**config.mk**
```make
export PLATFORM = sky130hd
export DESIGN_NAME = adder_pipe
export DESIGN_NICKNAME = d
export VERILOG_FILES = /design/src/rtl/adder_pipe.sv
export SDC_FILE = /design/constraint.sdc
export NUM_CORES = 1
export LEC_CHECK = 0
export ABC_AREA = 1
export CORE_ASPECT_RATIO = 0.9
export CORE_MARGIN = 2
export CORE_UTILIZATION = 35
export CTS_CLUSTER_SIZE = 12
export DETAILED_ROUTE_END_ITERATION = 7
export MAX_ROUTING_LAYER = met4
export SETUP_SLACK_MARGIN = 0.05
export SYNTH_ARGS = -nofsm -noshare
export SYNTH_HDL_FRONTEND = slang
export SYNTH_SLANG_ARGS = --single-unit
```
**constraint.sdc**
```tcl
create_clock -name clk -period 3.6 [get_ports clk]
set_clock_uncertainty 0.1 [all_clocks]
set_input_delay 0.36 -clock clk [delete_from_list [all_inputs] [get_ports clk]]
set_output_delay 0.36 -clock clk [all_outputs]
set_load 0.1 [all_outputs]
```
**src/rtl/adder_pipe.sv**
```systemverilog
// Pipelined chunked ripple-carry adder with carry-in, carry-out and signed overflow, behind a valid/ready stream.
// Optional lower-part-OR approximation of the APPROX_BITS LSBs is enabled by defining ADDER_APPROX_EN.
module adder_pipe #(
  parameter int WIDTH       = 32,
  parameter int CHUNK       = 8,
  parameter int APPROX_BITS = 0
) (
  input  logic             clk,
  input  logic             rst,
  input  logic             in_valid,
  output logic             in_ready,
  input  logic [WIDTH-1:0] in_a,
  input  logic [WIDTH-1:0] in_b,
  input  logic             in_cin,
  output logic             out_valid,
  input  logic             out_ready,
  output logic [WIDTH-1:0] out_sum,
  output logic             out_cout,
  output logic             out_ovf
);

  localparam int STAGES = WIDTH / CHUNK;
  localparam int LAST   = STAGES - 1;

`ifdef ADDER_APPROX_EN
  localparam int APX = APPROX_BITS;
`else
  // Exact build: the approximate region is forced to zero width.
  localparam int APX = APPROX_BITS * 0;
`endif

  // Handshake: a beat moves on a port when valid & ready are both high at a
  // rising edge. The whole pipe advances as one (adv); a stalled output
  // freezes every stage, so in_ready depends only on out_ready and out_valid.
  logic adv;
  logic ovf_r;

  // Adds one chunk bit by bit; bits below APX are OR-ed and only bit APX-1
  // produces a carry (a & b), so in_cin is ignored when APX > 0.
  function automatic logic [CHUNK:0] chunk_add(
    input logic [CHUNK-1:0] a,
    input logic [CHUNK-1:0] b,
    input logic             cin,
    input int               base
  );
    logic [CHUNK-1:0] s;
    logic             c;
    c = cin;
    for (int i = 0; i < CHUNK; i++) begin
      if (base + i < APX) begin
        s[i] = a[i] | b[i];
        c    = (base + i == APX - 1) ? (a[i] & b[i]) : 1'b0;
      end else begin
        s[i] = a[i] ^ b[i] ^ c;
        c    = (a[i] & b[i]) | (c & (a[i] ^ b[i]));
      end
    end
    return {c, s};
  endfunction

  for (genvar k = 0; k < STAGES; k++) begin : g_stage
    localparam int LO  = k * CHUNK;
    localparam int REM = WIDTH - LO - CHUNK;

    logic [CHUNK-1:0]    ca;
    logic [CHUNK-1:0]    cb;
    logic                ci;
    logic                vi;
    logic [CHUNK:0]      r;
    logic [LO+CHUNK-1:0] s_n;
    logic                v_r;
    logic                c_r;
    logic [LO+CHUNK-1:0] s_r;

    if (k == 0) begin : g_src
      assign ca  = in_a[CHUNK-1:0];
      assign cb  = in_b[CHUNK-1:0];
      assign ci  = in_cin;
      assign vi  = in_valid;
      assign s_n = r[CHUNK-1:0];
    end else begin : g_src
      assign ca  = g_stage[k-1].g_skew.a_r[CHUNK-1:0];
      assign cb  = g_stage[k-1].g_skew.b_r[CHUNK-1:0];
      assign ci  = g_stage[k-1].c_r;
      assign vi  = g_stage[k-1].v_r;
      assign s_n = {r[CHUNK-1:0], g_stage[k-1].s_r};
    end

    assign r = chunk_add(ca, cb, ci, LO);

    // Bubbles travel like beats: v_r simply follows the upstream valid.
    always_ff @(posedge clk) begin
      if (rst) begin
        v_r <= 1'b0;
        c_r <= 1'b0;
        s_r <= '0;
      end else if (adv) begin
        v_r <= vi;
        c_r <= r[CHUNK];
        s_r <= s_n;
      end
    end

    // Operand bits not yet added ride along in skew registers.
    if (REM > 0) begin : g_skew
      logic [REM-1:0] a_r;
      logic [REM-1:0] b_r;
      logic [REM-1:0] a_n;
      logic [REM-1:0] b_n;

      if (k == 0) begin : g_op
        assign a_n = in_a[WIDTH-1:CHUNK];
        assign b_n = in_b[WIDTH-1:CHUNK];
      end else begin : g_op
        assign a_n = g_stage[k-1].g_skew.a_r[REM+CHUNK-1:CHUNK];
        assign b_n = g_stage[k-1].g_skew.b_r[REM+CHUNK-1:CHUNK];
      end

      always_ff @(posedge clk) begin
        if (rst) begin
          a_r <= '0;
          b_r <= '0;
        end else if (adv) begin
          a_r <= a_n;
          b_r <= b_n;
        end
      end
    end
  end

  assign out_valid = g_stage[LAST].v_r;
  assign out_sum   = g_stage[LAST].s_r;
  assign out_cout  = g_stage[LAST].c_r;
  assign out_ovf   = ovf_r;
  assign adv       = ~out_valid | out_ready;
  assign in_ready  = adv;

  // Carry into the MSB is recovered as sum ^ a ^ b at that bit.
  always_ff @(posedge clk) begin
    if (rst) begin
      ovf_r <= 1'b0;
    end else if (adv) begin
      ovf_r <= g_stage[LAST].r[CHUNK] ^ g_stage[LAST].r[CHUNK-1]
             ^ g_stage[LAST].ca[CHUNK-1] ^ g_stage[LAST].cb[CHUNK-1];
    end
  end

endmodule

```
==> results of run 1 <==
==> layer usage <==
metal,vias to the layer above,global-route usage,wire length [um]
met4,0,0.05024,197
met2,86,0.2183,6775
li1,2954,-,-
met3,13,0.03290,545
met1,2525,0.2104,8745
met5,-,-,0
==> state kept, by name, summed over array words and instances (netlist names) <==
register,cells
g_stage.c_r,3
g_stage.g_skew.a_r,48
g_stage.g_skew.b_r,48
g_stage.s_r,48
g_stage.v_r,3
out_cout,1
out_ovf,1
out_sum,32
out_valid,1
==> per-stage QoR <==
| stage | TNS (ns) | hold slack, ns | setup WS [ns] | cell area, um2 | total power [mW] |
|---|---|---|---|---|---|
| CTS | 0 | 0.3549 | 0.002494 | 9495 | 4.815 |
| global route | -0.2317 | 0.3940 | -0.09956 | 9514 | 4.979 |
| floorplan | 0 | 0.3359 | 0.04245 | 7615 | 2.785 |
| finish | 0 | 0.3512 | 0.04698 | 9514 | 4.756 |
| global placement | -1.178 | 0.3463 | -0.5127 | 8882 | 3.004 |
| detailed placement | -1.614 | 0.3431 | -0.6461 | 8882 | 3.010 |
==> cell usage after synthesis (all sizes together) <==
| cell type | instances |
|---|---|
| nand3b | 1 |
| a21oi | 1 |
| inv | 44 |
| o21bai | 168 |
| clkbuf | 31 |
| nor2 | 369 |
| nand2 | 35 |
| buf | 28 |
| dfxtp | 185 |
| fa | 33 |
==> worst paths after layout <==
check / endpoint / depth (start not counted) / slack (ns)
worst max-delay path: g_stage[1].s_r[15] / 14 / 0.05
worst min-delay path: out_valid / 2 / 0.35
worst max register to register: g_stage[1].s_r[15] / 14 / 0.05
worst min register to register: out_valid / 2 / 0.35
==> kinds of logic after synthesis <==
logic type | Yosys count | share of synthesized area
simple gates | 405 | 0.2018
flops | 185 | 0.4880
compound gates | 169 | 0.1668
fa+ha+maj | 33 | 0.08704
buf+inv | 103 | 0.05638
==> cell type report <==
| cell class | instances | area (um2) |
|---|---|---|
| clock inverter | 13 | 121.4 |
| fill | 2205 | 11930 |
| inverter | 44 | 165.2 |
| multi-input combinational | 607 | 3543 |
| tap | 291 | 364.1 |
| clock buffer | 19 | 442.9 |
| timing repair buffer | 118 | 1167 |
| sequential | 185 | 3710 |
==> power breakdown <==
part	internal (mW)	total, mW	switching, mW
clock network	0.975	1.79	0.810
registers	2.19	2.27	0.0830
logic	0.285	0.696	0.411
==> worst max-delay path, cell delays in order, from the launching register on <==
cell and delay [ns]:
dfxtp_2 0.33, fa_2 0.41, fa_2 0.35, inv_2 0.06, fa_1 0.14, inv_1 0.05
fa_2 0.34, fa_2 0.37, fa_2 0.35, fa_2 0.34, inv_2 0.06, fa_1 0.39
inv_1 0.06, nor2_1 0.04, nor2_1 0.11
==> what timing repair did <==
action / CTS / global route
endpoints found under the setup margin: 7 / 7
gates resized for setup: 33 / 13
pin swaps: 15 / 17
endpoints found under the hold margin: 0 / 0
hold buffers: 0 / 0
gates cloned: 0 / 0
buffers inserted: 1 / 0
==> summary.md, run 1 <==
| Metric | Value |
|---|---|
| Outcome | `completed` |
| Cell Area, Synth | `between 7000 and 8000 um2` |
| Final cell count without fillers | `about 1.3k` |
| Startpoint types | `flop` |
| Area leader, netlist | `dfxtp_1` |
| Top-area cell type share of the netlist area | `0.4880` |
| Worst VDD drop | `approximately 290 uV` |
| Commonest non-fill, non-tap cell in the layout | `nor2_1` |
| Root Buffer | `clkbuf_16` |
| CTS tree | `done` |
| WP data required | `approximately 3.9 ns` |
| GPL Wtd Cong | `between 0.7 and 0.8` |
| Die area | `approximately 23000 um2` |
| # DRC | `0` |
| 1st-iter DRT viols | `285` |
| Vias | `about 5.6k` |
| Final Util | `0.4437` |
| CTS H-tree depth | `4` |
| DRT antenna net count | `0` |
| Max clock buf depth | `2` |
| Final-report hold violation count | `0` |
| All-layer global routing usage | `0.1513` |
| Final worst-path cycle share | `0.9870` |
| Max-slew violation count | `0` |
| Cell variety after synth | `14` |
| PD cells | `499.9 nW/um2` |
| Worst-path fanout max | `2` |
| HP Start | `g_stage[2].v_r` |
| Max-Cap Viols | `0` |
| Maximum number of pins on one net before global-route repair | `150` |
| CTS buffer count | `17` |
| Worst r2r src | `g_stage[0].c_r` |
| Flops & latches, synth | `185` |
| Total global routing overflow | `0` |
| Mapped Nets | `about 1000` |
| CP endpoint kind | `flop` |
| F_max | `roughly 280 MHz` |
| Crit path from | `g_stage[0].c_r` |
| Synth top area cells | `dfxtp_1, nor2_1, o21bai_1` |
| Cells after DPL | `1244` |
| Initial antenna violation count | `0` |
| Worst Hold Class | `flop to flop` |
| Slew headroom | `0.3157` |
| Setup Viol. Count Final | `0` |
| CTS Sinks | `185` |
| Lkg Pwr | `roughly 3.7 nW` |
| Routed WL per cell | `~13 um` |
| Commonest cells after routing, fill and taps aside | `nor2_1, dfxtp_1, o21bai_1, clkdlybuf4s50_1, nand2_1` |
| Worst EP arrival | `between 3 and 4 ns` |
| Global-route wire length before repair | `between 20000 and 30000 um` |
| Cell Rows | `between 50 and 60` |
| Area growth from synthesis to layout | `25.35%` |
| Share of cells above drive strength 1 | `0.1045` |
| Worst-margin pin slew | `roughly 1.0 ns` |
| Antenna diode count | `0` |
| Die Y | `roughly 140 um` |
| Clock latency on the worst-skew pair | `roughly 0.43 ns` |
| Synth warn | `0` |
| Die W | `159.2 um` |
| RSZ-0062 raised after global routing | `yes` |
| Core area | `~21000 um2` |
| Io pins | `105` |
| Starting Density | `0.3540` |
| Avg Cell Area, Syn | `8.480 um2` |
| Nets | `1075` |
| Cell count after synthesis | `between 800 and 900` |
| Crit Path Class | `flop to flop` |
| Sequential share of the synthesized area | `0.4880` |
| DRT Pass-1 Iters | `4` |
| Worst-path clk slew | `approximately 0.07 ns` |
| Hpwl dp | `between 10000 and 15000 um` |
| Final worst path period need | `3.553 ns` |
| Vias in the first global route | `roughly 5.4k` |
| Avg Vias per Cell | `approximately 4.4` |
| Overall routed net length | `16260 um` |
| I/O Buffers | `roughly 100` |
(Power assumes the default switching activity.)
==> inputs of run 2 (changes only) <==
--- a/config.mk
+++ b/config.mk
@@ -11,6 +11,7 @@
 export CORE_UTILIZATION = 35
 export CTS_CLUSTER_SIZE = 12
 export DETAILED_ROUTE_END_ITERATION = 7
+export GPL_ROUTABILITY_DRIVEN = 0
 export MAX_ROUTING_LAYER = met4
 export SETUP_SLACK_MARGIN = 0.05
 export SYNTH_ARGS = -nofsm -noshare
==> results of run 2 <==
Same layout as run 1: the final DEF is identical, and so are final timing and power.
==> inputs of run 3 (changes only) <==
--- a/config.mk
+++ b/config.mk
@@ -8,12 +8,12 @@
 export ABC_AREA = 1
 export CORE_ASPECT_RATIO = 0.9
 export CORE_MARGIN = 2
-export CORE_UTILIZATION = 35
+export CORE_UTILIZATION = 40
 export CTS_CLUSTER_SIZE = 12
 export DETAILED_ROUTE_END_ITERATION = 7
 export GPL_ROUTABILITY_DRIVEN = 0
-export MAX_ROUTING_LAYER = met4
 export SETUP_SLACK_MARGIN = 0.05
+export SKIP_LAST_GASP = 1
 export SYNTH_ARGS = -nofsm -noshare
 export SYNTH_HDL_FRONTEND = slang
 export SYNTH_SLANG_ARGS = --single-unit
==> run 3 against run 2 <==
Worst setup slack better by 0.017 ns. Non-clock buffer count up 7. Power up 5.6%. Highest routed layer unchanged. Largest power group unchanged. Critical path depth down 1. Maximum frequency up 0.49%. Largest cell class unchanged. First-iteration DRC count down 2.5%. Sequential share of layout area down 0.32 points. Final area up 0.74%. Die area down 12%. Global-route usage up 2.1 points.
==> summary.md, run 3 (synthesis gave the netlist of run 1 again) <==
| Metric | Value |
|---|---|
| Outcome | `completed (unchanged)` |
| Crit Path Class | `flop to flop (unchanged)` |
| Antenna diode count | `0 (unchanged)` |
| Share of cells above drive strength 1 | `0.09173 (was 0.1045)` |
| Die W | `149.2 um (was 159.2 um)` |
| Slew headroom | `0.3452 (was 0.3157)` |
| Vias | `5598 (was 5578)` |
| Max clock buf depth | `2 (unchanged)` |
| Avg Vias per Cell | `4.525 (was 4.368)` |
| Startpoint types | `flop (unchanged)` |
| Commonest non-fill, non-tap cell in the layout | `nor2_1 (unchanged)` |
| Global-route wire length before repair | `27300 um (was 26830 um)` |
| Final-report hold violation count | `0 (unchanged)` |
| 1st-iter DRT viols | `278 (was 285)` |
| Final worst-path cycle share | `0.9822 (was 0.9870)` |
| Setup Viol. Count Final | `0 (unchanged)` |
| Worst-path fanout max | `2 (unchanged)` |
| Biggest regs | `g_stage.g_skew.a_r x48, g_stage.g_skew.b_r x48, g_stage.s_r x48 (unchanged)` |
| DRT Pass-1 Iters | `5 (was 4)` |
| Area growth from synthesis to layout | `26.28% (was 25.35%)` |
| Worst setup margin | `0.06421 ns (was 0.04698 ns)` |
| Max-Cap Viols | `0 (unchanged)` |
| DRT antenna net count | `0 (unchanged)` |
| Dpl ws | `-0.5360 ns (was -0.6461 ns)` |
| Clock latency on the worst-skew pair | `0.44 ns (was 0.43 ns)` |
| Hold path depth | `4 (was 2)` |
| CTS Hold Buffers Added | `0 (unchanged)` |
| Root Buffer | `clkbuf_16 (unchanged)` |
| Nets | `1082 (was 1075)` |
| Core area | `18520 um2 (was 21440 um2)` |
| Hpwl dp | `10670 um (was 10250 um)` |
| CTS H-tree depth | `4 (unchanged)` |
| Worst-path clk slew | `0.07 ns (about the same)` |
| Maximum number of pins on one net before global-route repair | `70 (was 150)` |
| FILL cells | `1811 (was 2205)` |
| CTS tree | `done (unchanged)` |
| Die Y | `134.7 um (was 143.7 um)` |
| Total global routing overflow | `0 (unchanged)` |
| Overall routed net length | `16600 um (was 16260 um)` |
| Final cell count without fillers | `1237 (was 1277)` |
| RSZ-0062 raised after global routing | `yes (unchanged)` |
| Io pins | `105 (unchanged)` |
| Cells after DPL | `1205 (was 1244)` |
| I/O Buffers | `104 (unchanged)` |
| Starting Density | `0.4097 (was 0.3540)` |
| PD cells | `524.1 nW/um2 (was 499.9 nW/um2)` |
| WP data required | `3.83 ns (was 3.87 ns)` |
| Reg2reg path depth | `13 (was 14)` |
| CTS buffer count | `17 (unchanged)` |
| CP endpoint kind | `flop (unchanged)` |
| F_max | `282.8 MHz (was 281.5 MHz)` |
| Worst Hold Class | `input port to flop (was flop to flop)` |
| TNS Setup | `0 ns (unchanged)` |
| Vias in the first global route | `5382 (was 5355)` |
| # DRC | `0 (unchanged)` |
| All-layer global routing usage | `0.1721 (was 0.1513)` |
| Cell Rows | `47 (was 51)` |
| CTS Sinks | `185 (unchanged)` |
| Final worst path period need | `3.536 ns (was 3.553 ns)` |
| Tot Pwr | `5.023 mW (was 4.756 mW)` |
| Lkg Pwr | `3.800 nW (was 3.679 nW)` |
| Routed WL per cell | `13.42 um (was 12.74 um)` |
| Worst-margin pin slew | `0.9791 ns (was 1.023 ns)` |
| Max-slew violation count | `0 (unchanged)` |
| Initial antenna violation count | `0 (unchanged)` |
| Commonest cells after routing, fill and taps aside | `nor2_1, dfxtp_1, o21bai_1, clkdlybuf4s50_1, inv_1 (was nor2_1, dfxtp_1, o21bai_1, clkdlybuf4s50_1, nand2_1)` |
| Worst VDD drop | `335.0 uV (was 291.2 uV)` |
| Die area | `20090 um2 (was 22880 um2)` |
| Worst EP arrival | `3.76 ns (was 3.83 ns)` |
## run 3: changes by cell type in the layout (fill, tap and decap cells not counted), sizes merged
cell	previous run	this run
inv	46	45
clkinvlp	5	0
dlymetal6s2s	0	1
clkinv	5	6
buf	16	23
bufinv	1	5
clkdlybuf4s15	1	0
## run 3: timing repair
item | in CTS | in global routing
buffers inserted | 0 | 1
endpoints found under the setup margin | 5 | 7
pin swaps | 0 | 3
gates resized for setup | 16 | 9
## run 3: stage by stage
stage	util	instance area, um2	hold WS, ns
finish	0.5174	9584	0.3187
global route	0.5174	9584	0.3472
CTS	0.5162	9563	0.3567
detailed placement	0.4799	8890	0.3509
global placement	0.4799	8890	0.3527
floorplan	-	7615	0.3359
## run 3: cell type report
type | instances | area, um2 | share of cell area
clock inverters | 12 | 196.4 | 0.02050
multi-input cells | 607 | 3526 | 0.3679
flip-flops and latches | 185 | 3706 | 0.3867
clock buffers | 19 | 452.9 | 0.04726
inverters | 44 | 165.2 | 0.01723
well taps | 245 | 306.5 | 0.03198
repair buffers | 125 | 1231 | 0.1285
## run 3: layer usage
| metal | global-route usage | vias up | routed length (um) | part of all wire |
|---|---|---|---|---|
| met5 | 0 | - | 0 | 0 |
| met3 | 0.03953 | 15 | 654 | 0.039 |
| met4 | 0.05238 | 0 | 193 | 0.012 |
| met1 | 0.2607 | 2513 | 9119 | 0.55 |
| met2 | 0.2424 | 98 | 6631 | 0.40 |
| li1 | - | 2972 | - | - |
## run 3: path summary, 6_finish.rpt
check | slack, ns | start | endpoint
worst max-delay path | 0.06 | g_stage[2].g_skew.a_r[0] | out_sum[31]
worst min-delay path | 0.32 | in_cin | g_stage[0].s_r[0]
worst max register to register | 0.06 | g_stage[2].g_skew.a_r[0] | out_sum[31]
worst min register to register | 0.36 | g_stage[2].v_r | out_valid
## run 3: power by group
part,switching [mW],internal [mW]
logic,0.410,0.286
registers,0.0868,2.19
clock network,0.784,1.26
## run 3: critical path, stage by stage (launching register included)
cell and delay [ns]:
dfxtp_2 0.31, inv_2 0.06, fa_2 0.21, inv_2 0.04, fa_2 0.33, fa_2 0.34
fa_2 0.34, fa_2 0.35, fa_2 0.35, fa_2 0.35, inv_2 0.08, fa_2 0.42
nor2_1 0.10, nor2_1 0.05
